File: src/rtl/simple_microprocessor.sv
// simple_microprocessor: 8-bit single-cycle core, 4x8 register file, 16x8 data memory, hex debug.
// Define CLKDIV_EN to step once per DIV_COUNT clk_in cycles instead of every cycle.
module simple_microprocessor #(
   parameter int DIV_COUNT = 4
) (
   input  logic       clk_in,
   input  logic       reset,
   input  logic [7:0] instruction,
   output logic [7:0] read_address,
   output logic [6:0] programcounter_one,
   output logic [6:0] programcounter_sixteen,
   output logic [6:0] instruction_one,
   output logic [6:0] instruction_sixteen,
   output logic [6:0] data_one,
   output logic [6:0] data_sixteen,
   output logic       clk_out,
   output logic       branch
);

   function automatic logic [6:0] hex7(input logic [3:0] n);
      logic [6:0] s;
      case (n)
         4'h0: s = 7'h40;
         4'h1: s = 7'h79;
         4'h2: s = 7'h24;
         4'h3: s = 7'h30;
         4'h4: s = 7'h19;
         4'h5: s = 7'h12;
         4'h6: s = 7'h02;
         4'h7: s = 7'h78;
         4'h8: s = 7'h00;
         4'h9: s = 7'h10;
         4'hA: s = 7'h08;
         4'hB: s = 7'h03;
         4'hC: s = 7'h46;
         4'hD: s = 7'h21;
         4'hE: s = 7'h06;
         default: s = 7'h0E;
      endcase
      return s;
   endfunction

   logic [1:0] rst_sync;
   logic       run;
   logic       tick;
   logic       step;

   // Reset asserts asynchronously but releases through two flops.
   always_ff @(posedge clk_in or negedge reset) begin
      if (!reset) begin
         rst_sync <= 2'b00;
      end else begin
         rst_sync <= {rst_sync[0], 1'b1};
      end
   end

   assign run = rst_sync[1];

`ifdef CLKDIV_EN
   localparam int CW = (DIV_COUNT > 1) ? $clog2(DIV_COUNT) : 1;
   localparam logic [CW-1:0] LAST = CW'(DIV_COUNT - 1);

   logic [CW-1:0] div_cnt;
   logic          clk_div;

   assign tick = (div_cnt == LAST);

   always_ff @(posedge clk_in or negedge reset) begin
      if (!reset) begin
         div_cnt <= '0;
         clk_div <= 1'b0;
      end else if (run) begin
         if (tick) begin
            div_cnt <= '0;
            clk_div <= ~clk_div;
         end else begin
            div_cnt <= div_cnt + 1'b1;
         end
      end
   end

   assign clk_out = clk_div;
`else
   logic unused_div;

   assign unused_div = (DIV_COUNT > 0);
   assign tick       = 1'b1;
   assign clk_out    = clk_in;
`endif

   assign step = run & tick;

   logic [7:0] pc;
   logic [7:0] regs [4];
   logic [7:0] mem  [16];
   logic [7:0] data_q;

   logic [1:0] op;
   logic [1:0] rs;
   logic [1:0] rt;
   logic [1:0] rd;
   logic [5:0] off6;
   logic       is_lw;
   logic       is_sw;
   logic       is_add;
   logic       is_j;

   assign op   = instruction[7:6];
   assign rs   = instruction[5:4];
   assign rt   = instruction[3:2];
   assign rd   = instruction[1:0];
   assign off6 = instruction[5:0];

   assign is_lw  = (op == 2'b00);
   assign is_sw  = (op == 2'b01);
   assign is_add = (op == 2'b10);
   assign is_j   = (op == 2'b11);

   logic [7:0] rs_val;
   logic [7:0] rt_val;
   logic [7:0] sum;
   logic [3:0] mem_addr;
   logic [7:0] ld_val;
   logic [7:0] pc_inc;
   logic [7:0] pc_jmp;

   assign rs_val   = regs[rs];
   assign rt_val   = regs[rt];
   assign sum      = rs_val + rt_val;
   // Only the low nibble of base+offset addresses the 16-entry memory.
   assign mem_addr = rs_val[3:0] + {{2{rd[1]}}, rd};
   assign ld_val   = mem[mem_addr];
   assign pc_inc   = pc + 8'd1;
   assign pc_jmp   = pc_inc + {{2{off6[5]}}, off6};

   logic [7:0] pc_nxt;
   logic       reg_we;
   logic [1:0] reg_wa;
   logic [7:0] reg_wd;
   logic       mem_we;
   logic [7:0] data_nxt;

   always_comb begin
      pc_nxt   = pc_inc;
      reg_we   = 1'b0;
      reg_wa   = rd;
      reg_wd   = sum;
      mem_we   = 1'b0;
      data_nxt = data_q;
      unique case (1'b1)
         is_lw: begin
            reg_we   = 1'b1;
            reg_wa   = rt;
            reg_wd   = ld_val;
            data_nxt = ld_val;
         end
         is_sw: begin
            mem_we   = 1'b1;
            data_nxt = rt_val;
         end
         is_add: begin
            reg_we   = 1'b1;
            reg_wa   = rd;
            reg_wd   = sum;
            data_nxt = sum;
         end
         is_j: begin
            pc_nxt = pc_jmp;
         end
         default: begin
            pc_nxt = pc_inc;
         end
      endcase
   end

   always_ff @(posedge clk_in or negedge reset) begin
      if (!reset) begin
         pc     <= 8'h00;
         data_q <= 8'h00;
         for (int i = 0; i < 4; i++) begin
            regs[i] <= 8'(i);
         end
         for (int i = 0; i < 16; i++) begin
            mem[i] <= 8'(i);
         end
      end else if (step) begin
         pc     <= pc_nxt;
         data_q <= data_nxt;
         if (reg_we) begin
            regs[reg_wa] <= reg_wd;
         end
         if (mem_we) begin
            mem[mem_addr] <= rt_val;
         end
      end
   end

   assign read_address = pc;
   assign branch       = is_j;

   assign programcounter_one     = hex7(pc[3:0]);
   assign programcounter_sixteen = hex7(pc[7:4]);
   assign instruction_one        = hex7(instruction[3:0]);
   assign instruction_sixteen    = hex7(instruction[7:4]);
   assign data_one               = hex7(data_q[3:0]);
   assign data_sixteen           = hex7(data_q[7:4]);

endmodule

File: config.mk
export PLATFORM = sky130hd
export DESIGN_NAME = simple_microprocessor
export DESIGN_NICKNAME = d
export VERILOG_FILES = /design/src/rtl/simple_microprocessor.sv
export SDC_FILE = /design/constraint.sdc
export NUM_CORES = 1
export LEC_CHECK = 0
export BUFFER_PORTS_ARGS = -buffer_cell sky130_fd_sc_hd__buf_2
export CORE_MARGIN = 2
export CORE_UTILIZATION = 35
export DETAILED_ROUTE_END_ITERATION = 8
export HOLD_SLACK_MARGIN = 0.02
export PLACE_DENSITY_LB_ADDON = 0.25
export SKIP_CTS_REPAIR_TIMING = 1
export SLEW_MARGIN = 0
export SYNTH_ARGS = -nofsm -noshare
export SYNTH_HDL_FRONTEND = slang
export SYNTH_SLANG_ARGS = --single-unit
File: constraint.sdc
create_clock -name clk_in -period 9.42 [get_ports clk_in]
set_input_delay 2.826 -clock clk_in [delete_from_list [all_inputs] [get_ports clk_in]]
set_output_delay 2.826 -clock clk_in [all_outputs]
set_load 0.02 [all_outputs]
==> metrics <==
status finished clean; Slew Limit Fails 0; final setup vio count 0; Netlist cell types just under 70; flop-to-flop setup slack approximately 5.4 ns; CP Data Arrival Time ~5 ns; Critical path origin clk_in; WP data required around 6.6 ns; setup TNS 0 ns; synthesis-to-finish area growth 12.4%; DR iter-0 viols 328; cells along the critical path clkbuf_16 -> clkbuf_16 -> buf_2; Worst-Margin Slew 1.14 ns; slowest cell on the critical path buf_2; Layout fillers 2,891; grt total ovfl 0; port bufs between 60 and 70; Mapped Nets 981; Most used DFF post-synth dfrtp_1; ranking of synthesized cells by area dfrtp_1, mux2_2, mux4_2, dfstp_2, ha_1; Hold Vio Cnt, Final 0; slowest stage delay, CP 0.15 ns; Slew headroom 23.9%; Syn Std Cell Area 10,800 sq um; ys async rst share 100%; Critical Path Most Common Cell clkbuf_16; TritonCTS clock tree done; post-synthesis register bit count 178; initial antenna violation count 0; Vias 7,193; Ys Warns 0; clock slew at reported path FFs 0.07 ns; r2r startpoint regs[8]; syn_area_per_cell approximately 12 sq um; pin count of the biggest net entering global routing 89; first-pass GRT wire length 41,900 um; fraction of layout instances using a drive strength above 1 36.3%; Setup Crit Path Kind clock port to primary output; power per standard cell area 355 nW/um^2; VDD IR max 0.163 mV; Crit Path Max Fanout 2; hold_sp rst_sync[0]; DP HPWL 17,400 um; Die Y between 150 and 200 um; RSZ-0062 raised after global routing false; Site Rows 64; CP Buf/Inv Count 3; Lkg Pwr between 0.005 and 0.006 uW; cell count after synthesis 910; Post-synth EDFFs 0; initial core utilization between 30 and 40%; die width 180 um; crit-path leading delay family buffers and inverters; gpl congestion just under 0.8; HP Class register to register; Worst setup SP type clock port; Clk Latency, worst-skew pair 0.57 ns; ANT nets after route 0; MaxCap Viol Count 0; post-synthesis sequential area ratio between 40% and 50%; share of the synthesized area in the top cell type approximately a third; Critical Path End Type primary output; Residual DRC 0; routed length per instance 19.0 um; GRT Util Overall 16.6%; Layout Utilization 39.9%; Final Net Count ~1k; dominant cell type by area after synthesis dfrtp_1; clock skew 0.0207 ns; First-pass DRT Iterations 4; Core Box Area 30,500 sq um; Die Area 32,400 sq um; number of global-route vias before repair between 7k and 8k; Ports between 60 and 70; antenna cells 0; drt total wl 25,800 um; Via density 5.31
==> per-layer routing <==
metal / global-route usage (%) / vias up / part of all wire, %
met5: 0 / - / 0
met4: 3.74 / 0 / 0.92
met3: 3.20 / 23 / 4.3
met2: 27.2 / 130 / 48
met1: 22.7 / 3634 / 47
li1: - / 3406 / -
==> power breakdown <==
part,switching (uW),total (uW),internal (uW)
Combinational,1160,2110,944
Sequential,253,1410,1150
Clock,392,816,423
==> state kept, by name, summed over array words and instances (netlist names) <==
register and flops:
read_address 8, regs 32, mem 128, data_q 8, rst_sync 2
==> kinds of logic after synthesis <==
logic type	Yosys count	share of synthesized area, %
other	1	0.0346
multiplexers	216	28.6
AND/OR/NAND/NOR	199	9.26
XOR/XNOR	17	1.51
buffers and inverters	81	3.02
flip-flops	178	41.5
adder cells (fa/ha/maj)	61	7.25
AO/OA/AOI/OAI	157	8.77
==> stage by stage <==
| step | total power (uW) | hold slack, ns | instances | setup slack [ns] | cell area, sq um |
|---|---|---|---|---|---|
| after floorplan | 2960 | 0.331 | 910 | 1.75 | 10800 |
| after global placement | 3530 | 0.332 | 1319 | 1.75 | 11500 |
| after detailed placement | 3550 | 0.340 | 1319 | 1.75 | 11500 |
| after CTS | 4370 | 0.358 | 1354 | 1.49 | 12200 |
| after global routing | 4640 | 0.368 | 1354 | 1.49 | 12200 |
| final | 4330 | 0.352 | 1354 | 1.49 | 12200 |
==> path summary, 6_finish.rpt <==
check,cells after the start,to
setup / recovery,3,clk_out
hold / removal,0,rst_sync[1]
setup reg to reg,7,regs[20]
hold reg to reg,0,rst_sync[1]
max in group asynchronous,2,mem[23]
min in group asynchronous,1,mem[24]
==> layout by cell type, fill, tap and decap left out, types with 4 or more instances in the layout <==
cell / synthesis / final
a21o_1: 5 / 5
a21oi_1: 38 / 38
a22o_1: 7 / 7
a31oi_1: 10 / 10
and2_1: 4 / 4
and3_1: 4 / 4
buf_2: 7 / 60
buf_4: 2 / 6
clkbuf_16: 0 / 20
clkinv_8: 0 / 8
dfrtp_1: 142 / 142
dfstp_2: 36 / 36
ha_1: 58 / 57
inv_1: 26 / 26
mux2_2: 128 / 128
mux2i_1: 26 / 26
mux4_1: 8 / 8
mux4_2: 51 / 51
nand2_1: 72 / 72
nand2b_1: 6 / 6
nand4_1: 4 / 4
nor2_1: 50 / 50
nor2_2: 9 / 9
nor2b_1: 10 / 10
nor3_1: 9 / 9
o211ai_1: 4 / 4
o21ai_0: 60 / 60
o31ai_1: 9 / 9
xnor2_1: 11 / 11
xor2_1: 5 / 4
==> layout make-up <==
cell class / instances / area [sq um] / share of cell area (%)
clock buffers: 21 / 505 / 4.15
clock inverters: 15 / 208 / 1.70
inverters: 27 / 101 / 0.832
multi-input cells: 651 / 6030 / 49.4
flip-flops and latches: 178 / 4500 / 36.9
well taps: 396 / 495 / 4.07
repair buffers: 66 / 352 / 2.89
==> synth_stat cells, types with 4 or more instances <==
| library cell | instances |
|---|---|
| clkbuf_1 | 37 |
| nand2b_1 | 6 |
| nor2_1 | 50 |
| dfstp_2 | 36 |
| a31oi_1 | 10 |
| mux2_2 | 128 |
| xor2_1 | 5 |
| dfrtp_1 | 142 |
| a21oi_1 | 38 |
| inv_1 | 26 |
| nor2_2 | 9 |
| o21ai_0 | 60 |
| a22o_1 | 7 |
| buf_1 | 7 |
| nand4_1 | 4 |
| buf_2 | 7 |
| a21o_1 | 5 |
| nor2b_1 | 10 |
| mux4_1 | 8 |
| xnor2_1 | 11 |
| and3_1 | 4 |
| o211ai_1 | 4 |
| o31ai_1 | 9 |
| nand2_1 | 72 |
| ha_1 | 58 |
| and2_1 | 4 |
| mux2i_1 | 26 |
| mux4_2 | 51 |
| nor3_1 | 9 |
Power figures use the tool's default switching activity.
